===== src/rtl/raymarch_scheduler.sv =====
// Raymarch scheduler: dispatches raster pixels to NUM_CORES cores and
// round-robins their results into one frame-buffer write port.
// Ports: clk_in/rst_in/enable_in, core_start_out/core_x_out/core_y_out/
// timer_out to cores, core_done_in/core_color_in/core_ox_in/core_oy_in
// from cores, fb_we_out/fb_addr_out/fb_data_out/frame_done_out to memory.
module raymarch_scheduler #(
  parameter int WIDTH = 1280,
  parameter int HEIGHT = 720,
  parameter int NUM_CORES = 3,
  localparam int XW = $clog2(WIDTH),
  localparam int YW = $clog2(HEIGHT),
  localparam int AW = $clog2(WIDTH*HEIGHT)
) (
  input  logic                    clk_in,
  input  logic                    rst_in,
  input  logic                    enable_in,
  output logic [NUM_CORES-1:0]    core_start_out,
  output logic [XW-1:0]           core_x_out,
  output logic [YW-1:0]           core_y_out,
  output logic [31:0]             timer_out,
  input  logic [NUM_CORES-1:0]    core_done_in,
  input  logic [24*NUM_CORES-1:0] core_color_in,
  input  logic [XW*NUM_CORES-1:0] core_ox_in,
  input  logic [YW*NUM_CORES-1:0] core_oy_in,
  output logic                    fb_we_out,
  output logic [AW-1:0]           fb_addr_out,
  output logic [23:0]             fb_data_out,
  output logic                    frame_done_out
);

  localparam int N = NUM_CORES;
  localparam int PW = (N > 1) ? $clog2(N) : 1;
  localparam int LASTA = WIDTH*HEIGHT-1;

  logic [N-1:0]  r_busy;
  logic [N-1:0]  r_sv;
  logic [XW-1:0] r_sx [N];
  logic [YW-1:0] r_sy [N];
  logic [23:0]   r_sc [N];
  logic [XW-1:0] r_px;
  logic [YW-1:0] r_py;
  logic [PW-1:0] r_ptr;

  logic [N-1:0]  w_avail;
  logic [N-1:0]  w_start;
  logic          w_disp;
  logic          w_grant;
  logic [PW-1:0] w_win;
  logic [AW-1:0] w_waddr;

  function automatic logic [PW-1:0] rr_idx(
    input logic [PW-1:0] p,
    input int k
  );
    int j;
    j = int'(p) + k;
    if (j >= N) j = j - N;
    return PW'(j);
  endfunction

  // lowest available core: isolate least significant set bit
  always_comb begin
    w_avail = ~r_busy & ~r_sv;
    w_start = '0;
    if (enable_in)
      w_start = w_avail & (~w_avail + N'(1));
    w_disp = |w_start;
  end

  // scan from the pointer; the k=0 hit is assigned last and wins
  always_comb begin
    w_grant = 1'b0;
    w_win = '0;
    for (int k = N-1; k >= 0; k--) begin
      if (r_sv[rr_idx(r_ptr, k)]) begin
        w_grant = 1'b1;
        w_win = rr_idx(r_ptr, k);
      end
    end
    w_waddr = AW'(64'(r_sx[w_win])
      + 64'(WIDTH) * 64'(r_sy[w_win]));
  end

  always_ff @(posedge clk_in) begin
    if (rst_in) begin
      core_start_out <= '0;
      core_x_out <= '0;
      core_y_out <= '0;
      timer_out <= '0;
      fb_we_out <= 1'b0;
      fb_addr_out <= '0;
      fb_data_out <= '0;
      frame_done_out <= 1'b0;
      r_busy <= '0;
      r_sv <= '0;
      r_px <= '0;
      r_py <= '0;
      r_ptr <= '0;
      for (int i = 0; i < N; i++) begin
        r_sx[i] <= '0;
        r_sy[i] <= '0;
        r_sc[i] <= '0;
      end
    end else begin
      core_start_out <= w_start;
      if (w_disp) begin
        core_x_out <= r_px;
        core_y_out <= r_py;
        if (int'(r_px) == WIDTH-1) begin
          r_px <= '0;
          if (int'(r_py) == HEIGHT-1) begin
            r_py <= '0;
            timer_out <= timer_out + 32'd1;
          end else begin
            r_py <= r_py + YW'(1);
          end
        end else begin
          r_px <= r_px + XW'(1);
        end
      end
      fb_we_out <= w_grant;
      frame_done_out <= w_grant &&
        (int'(w_waddr) == LASTA);
      if (w_grant) begin
        fb_addr_out <= w_waddr;
        fb_data_out <= r_sc[w_win];
        r_ptr <= (int'(w_win) == N-1) ?
          '0 : w_win + PW'(1);
      end
      // start, capture and grant are mutually
      // exclusive per core: avail / busy / valid
      for (int i = 0; i < N; i++) begin
        if (w_start[i]) begin
          r_busy[i] <= 1'b1;
        end else if (core_done_in[i] && r_busy[i]) begin
          r_busy[i] <= 1'b0;
          r_sv[i] <= 1'b1;
          r_sx[i] <= core_ox_in[XW*i +: XW];
          r_sy[i] <= core_oy_in[YW*i +: YW];
          r_sc[i] <= core_color_in[24*i +: 24];
        end else if (w_grant && w_win == PW'(i)) begin
          r_sv[i] <= 1'b0;
        end
      end
    end
  end

endmodule


===== config.mk =====
export PLATFORM = sky130hd
export DESIGN_NAME = raymarch_scheduler
export DESIGN_NICKNAME = d
export VERILOG_FILES = /design/src/rtl/raymarch_scheduler.sv
export SDC_FILE = /design/constraint.sdc
export NUM_CORES = 1
export LEC_CHECK = 0
export ABC_CLOCK_PERIOD_IN_PS = 6800
export BUFFER_PORTS_ARGS = -buffer_cell sky130_fd_sc_hd__buf_2
export CAP_MARGIN = 20
export CORE_UTILIZATION = 30
export DETAILED_ROUTE_END_ITERATION = 16
export GPL_TIMING_DRIVEN = 0
export PLACE_DENSITY = 0.45
export SYNTH_ARGS = -nofsm -noshare
export SYNTH_HDL_FRONTEND = slang
export SYNTH_SLANG_ARGS = --single-unit

===== constraint.sdc =====
create_clock -name clk_in -period 6.8 [get_ports clk_in]
set_input_delay 1.02 -clock clk_in [delete_from_list [all_inputs] [get_ports clk_in]]
set_output_delay 1.02 -clock clk_in [all_outputs]
set_load 0.03 [all_outputs]

==> qor.csv, run 1 <==
metric,value,unit
status,finished clean,
place_area,13280,um2
synth_top_family_by_area,simple AND/OR/NAND/NOR gates,
fillers,3814,
yosys.area_share.adder,2.313,%
layout-drive-gt1-share,22.50,%
finalNonFillerCells,1888,
vias_per_cell,4.644,
synthSimpleGateAreaFrac,21.06,%
path_max_fanout,10,
fp.dieArea,38650,um2
crit_path_start_kind,register,
drc_errors,0,
grt_pass1_wl,50320,um
period_needed,5.680,ns
path_common_cell,nand2_1,
ctsResizeCount,0,
synth_async_sr_flop_share,0,%
synth_area_per_cell,10.53,um2
synth_area,11360,um2
area_growth,25.88,%
worst_slew_pin_slew,0.8746,ns
syn_inst,1079,
start_util,30.74,%
path_cells,"inv_1, ha_1, nand2_1, a31oi_1, nand2_1, nand2_1, nor2_1, nor2_1, xor2_1, ha_1, fa_1, a21o_1, a21oi_1, o21bai_1, a31o_2, maj3_1, a21oi_1, nor4bb_1",
setup-violations-final,0,
dp_hpwl,24170,um
wire_per_inst,17.69,um
ir_worst_vdd,176.2,uV
fin_area,14300,um2
num_vias,8767,
clock_sink_count,266,
antenna_found_initial,3,
synth_edf_count,135,
endpoint_kind,register,
grt_pass1_vias,8695,
rsz0062_at_grt,false,
yosys_warnings,0,
place.gp.congestion,0.7668,
leakagePower,5.678,nW
hold_path.class,register to register,
clk_pin_slew,0.06,ns
synthMuxAreaShare,0.1762,%
max_freq,0.1760,GHz
insertion_delay,0.56,ns
worstSetupPathType,register to register,
slowest_stage,a31oi_1,
relSlewSlack,41.42,%
fin_tns_setup,0,ns
syn_nets,1239,
port_buffers,242,
maxCapViolations,0,
core_area,36960,um2
ys.flop_type,edfxtp_1,
final_antenna_net_count,0,
globalRoute.totalOverflow,0,
numCtsBuffers,31,
synth_compound_area_share,10.96,%
htreeDepth,1,
dp_slack,1.072,ns
layout_setup_ws,1.120,ns
power_density,277.4,nW/um2
path_delay_family,simple AND/OR/NAND/NOR gates,
crit_buf_inv,1,
drt_iter0_drc,358,
rows,70,
ioPinCount,243,
ys_top_cells_by_area,"edfxtp_1 (36%), dfxtp_1 (23%), and2_1 (7.8%)",
tritoncts,done,
yosys_register_bits,266,
final_nets,1518,
synth_seq_area_share,58.77,%
dr.pass1.iters,5,
cp.arrival,6.07,ns
critPathRequiredTime,7.19,ns
grt_usage,17.05,%
synth_top_area_cell,edfxtp_1,
root_buffer,clkbuf_16,
cts_max_path_buffers,3,
hold_viol,0,
die_h,196.6,um
drv_slew,0,
synth_xor_area_share,4.361,%
hold_buffers,0,
min_period_over_period,83.53,%
synth_top_area_share,35.68,%
fin_worst_skew,0.01489,ns
dp.cells,1829,
die_w,196.6,um
critPathMaxStageDelay,0.69,ns
routed_wl,33400,um
grt_start_max_net_pins,46,
ys_types,61,
cts_setup_buffers,0,
-- layout by cell type (no fill, tap or decap), drive strengths merged, types with 28 or more instances in the layout --
cell type,synthesis,layout
buf,7,253
and2,143,143
edfxtp,135,135
dfxtp,131,131
nand2,113,113
nor2,108,108
clkbuf,52,95
a21oi,76,76
xor2,32,32
nand3,28,28
-- cell families after synthesis --
| group | after synthesis |
|---|---|
| AND/OR/NAND/NOR | 471 |
| buffers and inverters | 69 |
| adder cells (fa/ha/maj) | 20 |
| multiplexers | 2 |
| flip-flops | 266 |
| AO/OA/AOI/OAI | 196 |
| XOR/XNOR | 55 |
-- layout make-up --
cell class | instances | area, um2 | area share, %
flip-flops and latches | 266 | 6676 | 46.68
multi-input cells | 744 | 4434 | 31.01
repair buffers | 246 | 1270 | 8.880
clock buffers | 43 | 894.6 | 6.255
well taps | 504 | 630.6 | 4.409
plain buffers | 59 | 231.5 | 1.619
clock inverters | 14 | 121.4 | 0.8486
inverters | 10 | 37.54 | 0.2625
diodes | 2 | 5.005 | 0.03500
-- Yosys cell counts, drive strengths merged, types with 3 or more instances --
library cell,n
nor3,10
a21oi,76
nor2b,4
buf,7
a22oi,26
o21ai,16
nor4,3
a32o,4
and2,143
a21o,5
a22o,4
or3,16
a211oi,25
a31oi,16
xnor2,22
nand2b,4
nand2,113
nand4,15
dfxtp,131
o22ai,8
nor2,108
clkbuf,52
or2,5
xor2,32
and3,10
nand3,28
edfxtp,135
ha,17
inv,10
-- layer usage --
layer | global-route usage, % | up-vias | routed length, um
li1 | - | 4378 | -
met5 | 0 | - | 24
met2 | 27.82 | 247 | 15250
met4 | 4.134 | 4 | 629
met3 | 3.166 | 43 | 1741
met1 | 23.30 | 4095 | 15750
-- sequential cells by signal, indices dropped and copies added (netlist names) --
| signal | cells |
|---|---|
| r_sx | 33 |
| core_x_out | 11 |
| fb_addr_out | 20 |
| r_py | 10 |
| r_sy | 30 |
| fb_we_out | 1 |
| r_sc | 72 |
| r_ptr | 2 |
| timer_out | 32 |
| core_start_out | 3 |
| r_sv | 3 |
| core_y_out | 10 |
| r_busy | 3 |
| frame_done_out | 1 |
| r_px | 11 |
| fb_data_out | 24 |
-- worst min-delay path: cells and delay by family, from the launching register on --
family             cells  cell delay [ns]
DFF                    1             0.31
AOI/OAI and AO/OA      1             0.05
and+or+nand+nor        1             0.05
-- per-stage QoR --
step / utilization, % / hold WS [ns] / power, mW
5_1_grt: 38.68 / 0.4791 / 4.141
3_3_place_gp: 35.72 / 0.4425 / 2.355
4_1_cts: 38.68 / 0.4561 / 4.019
2_1_floorplan: - / 0.4501 / 2.163
3_5_place_dp: 35.93 / 0.4483 / 2.358
6_report: 38.69 / 0.4526 / 3.967
-- power by group --
| part | leakage, nW | switching (mW) | internal (mW) |
|---|---|---|---|
| clock network | 0.504 | 0.663 | 0.986 |
| registers | 2.46 | 0.0396 | 1.78 |
| logic | 2.71 | 0.327 | 0.174 |
| total | 5.68 | 1.03 | 2.94 |
-- final timing paths --
kind	startpoint	end	slack, ns	cells past startpoint
worst max-delay path	r_ptr[0]	frame_done_out	1.12	18
worst min-delay path	core_x_out[0]	core_x_out[0]	0.45	2
worst max register to register	r_ptr[0]	frame_done_out	1.12	18
worst min register to register	core_x_out[0]	core_x_out[0]	0.45	2
Power figures use the tool's default switching activity.
==> run 2: changes to the inputs <==
--- a/config.mk
+++ b/config.mk
@@ -5,13 +5,13 @@
 export SDC_FILE = /design/constraint.sdc
 export NUM_CORES = 1
 export LEC_CHECK = 0
-export ABC_CLOCK_PERIOD_IN_PS = 6800
+export ABC_CLOCK_PERIOD_IN_PS = 4800
 export BUFFER_PORTS_ARGS = -buffer_cell sky130_fd_sc_hd__buf_2
 export CAP_MARGIN = 20
 export CORE_UTILIZATION = 30
 export DETAILED_ROUTE_END_ITERATION = 16
 export GPL_TIMING_DRIVEN = 0
-export PLACE_DENSITY = 0.45
+export PLACE_DENSITY = 0.47
 export SYNTH_ARGS = -nofsm -noshare
 export SYNTH_HDL_FRONTEND = slang
 export SYNTH_SLANG_ARGS = --single-unit
==> constraint.sdc (replaced) <==
create_clock -name clk_in -period 4.8 [get_ports clk_in]
set_input_delay 0.72 -clock clk_in [delete_from_list [all_inputs] [get_ports clk_in]]
set_output_delay 0.72 -clock clk_in [all_outputs]
set_load 0.03 [all_outputs]
==> qor.csv, run 2 (synthesis gave the netlist of run 1 again) <==
metric,value,unit,change
ir_worst_vdd,276.1,uV,+57%
critPathRequiredTime,5.27,ns,-1.92 ns
endpoint_kind,register,,
port_buffers,242,,unchanged
tritoncts,done,,
rows,70,,unchanged
seq_area,6676,um2,unchanged
fillers,3740,,-1.9%
grt_start_max_net_pins,46,,unchanged
max_freq,0.2225,GHz,+26%
num_vias,8698,,-0.79%
final_antenna_net_count,0,,unchanged
power_density,393.9,nW/um2,+42%
status,finished clean,,
rsz0062_at_grt,false,,
globalRoute.totalOverflow,0,,unchanged
fin_util,39.23,%,+0.53 points
fp.dieArea,38650,um2,unchanged
worstSetupPathType,register to register,,
dr.pass1.iters,5,,unchanged
hold_path.class,input port to register,,
vias_per_cell,4.607,,-0.79%
period_needed,4.494,ns,-1.186 ns
routed_wl,32960,um,-1.3%
dp.cells,1830,,+0.055%
mostFrequentLayoutCell,buf_2,,
die_h,196.6,um,unchanged
hold_buffers,0,,unchanged
clock_sink_count,266,,unchanged
r2r_end,frame_done_out,,
finalNonFillerCells,1888,,unchanged
path_max_fanout,9,,-1
leakagePower,5.776,nW,+1.7%
drt_iter0_drc,395,,+10%
whs,0.4288,ns,-0.02372 ns
p_total,5.711,mW,+44%
drv_slew,0,,unchanged
fin_tns_setup,0,ns,unchanged
antenna_found_initial,3,,unchanged
grt_pass1_wl,50070,um,-0.51%
regMostFlops,r_sc,,
clk_pin_slew,0.06,ns,about the same
critPathMaxStageDelay,0.41,ns,-0.28 ns
dp_hpwl,24170,um,about the same
layout-drive-gt1-share,24.49,%,+2.0 points
insertion_delay,0.57,ns,about the same
core_area,36960,um2,unchanged
grt_usage,17.02,%,-0.034 points
maxCapViolations,0,,unchanged
crit_path_end,frame_done_out,,
path_cells,"inv_1, ha_1, or2_2, o2111ai_2, buf_4, nand2_2, nor2_1, nor2_4, xor2_1, ha_1, fa_1, a21o_1, a21oi_1, o21bai_1, a21oi_1, xnor2_1, nand3b_1, xnor2_1, nor4bb_4",,
htreeDepth,1,,unchanged
diodes,0,,-2
slowest_stage,fa_1,,
min_period_over_period,93.63,%,+10 points
numCtsBuffers,30,,-3.2%
grt_pass1_vias,8718,,+0.26%
drc_errors,0,,unchanged
place.gp.congestion,0.7655,,-0.17%
cp.arrival,4.96,ns,-1.11 ns
largest_register_ffs,72,,unchanged
reg2regPathDepth,19,,+1
r2r_start,r_ptr[0],,
cts_max_path_buffers,3,,unchanged
die_w,196.6,um,unchanged
fin_worst_skew,0.01829,ns,+0.003402 ns
multi_input_area,4544,um2,+2.5%
worst_slew_pin_slew,0.9191,ns,+0.04455 ns
start_util,30.74,%,unchanged
final_nets,1520,,+0.13%
wire_per_inst,17.46,um,-1.3%
setup-violations-final,0,,unchanged
hold_viol,0,,unchanged
crit_start,r_ptr[0],,
final_cell_mix,"buf_2 (246), and2_1 (142), edfxtp_1 (135)",,
crit_path_start_kind,register,,
ioPinCount,243,,unchanged
rrSetupSlack,0.31,ns,-0.81 ns
root_buffer,clkbuf_16,,
relSlewSlack,38.73,%,-2.7 points
area_growth,27.62,%,
reg_top3,"r_sc x72, r_sx x33, timer_out x32",,
[run 2: cell type report]
type	count	area share [%]
Timing Repair Buffer	250	9.104
Tap cell	504	4.349
Buffer	58	1.691
Inverter	10	0.2589
Multi-Input combinational cell	744	31.34
Clock inverter	13	1.208
Sequential cell	266	46.05
Clock buffer	43	5.998
[run 2: timing repair]
action | 4_1_cts | 5_1_grt
endpoints found under the setup margin | 5 | 4
setup buffers | 0 | 3
gates resized for setup | 15 | 27
pin swaps | 0 | 3
[run 2: where the power goes]
part,internal (mW),leakage [nW],switching (mW),total (mW)
logic,0.266,2.80,0.472,0.738
registers,2.52,2.46,0.0578,2.58
clock network,1.47,0.511,0.929,2.40
[run 2: per-stage QoR]
step                setup slack (ns)  cell area, um2
floorplan                     0.4938           11360
finish                        0.3059           14500
detailed placement           -0.8318           13310
global placement             -0.8662           13200
CTS                          0.07961           14400
global route                 0.02336           14500
[run 2: how the worst min path moves through the flow]
| stage | startpoint | endpoint | slack [ns] | depth (start not counted) |
|---|---|---|---|---|
| after CTS | core_oy_in[23] | r_sy[2][3] | 0.40 | 2 |
| after floorplan | r_px[7] | core_x_out[7] | 0.45 | 2 |
| final | core_oy_in[11] | r_sy[1][1] | 0.43 | 2 |
| after global routing | core_oy_in[21] | r_sy[2][1] | 0.41 | 2 |
| after detailed placement | core_y_out[5] | core_y_out[5] | 0.45 | 2 |
| after global placement | core_y_out[5] | core_y_out[5] | 0.44 | 2 |
[run 2: worst max-delay path, delay by kind of cell (launching register included)]
family | cells | cell delay (ns)
AOI/OAI and AO/OA | 5 | 0.93
xor gates and xnor gates | 3 | 0.60
adders and majority gates | 3 | 0.94
buffers and inverters | 2 | 0.29
DFF | 1 | 0.36
and+or+nand+nor | 6 | 1.27
[run 2: per-layer routing]
layer | wire length [um] | global-route usage, % | vias up
li1 | - | - | 4370
met1 | 15400 | 22.93 | 4041
met2 | 15100 | 28.07 | 235
met3 | 1668 | 3.149 | 48
met4 | 757 | 4.393 | 4
met5 | 30 | 0 | -
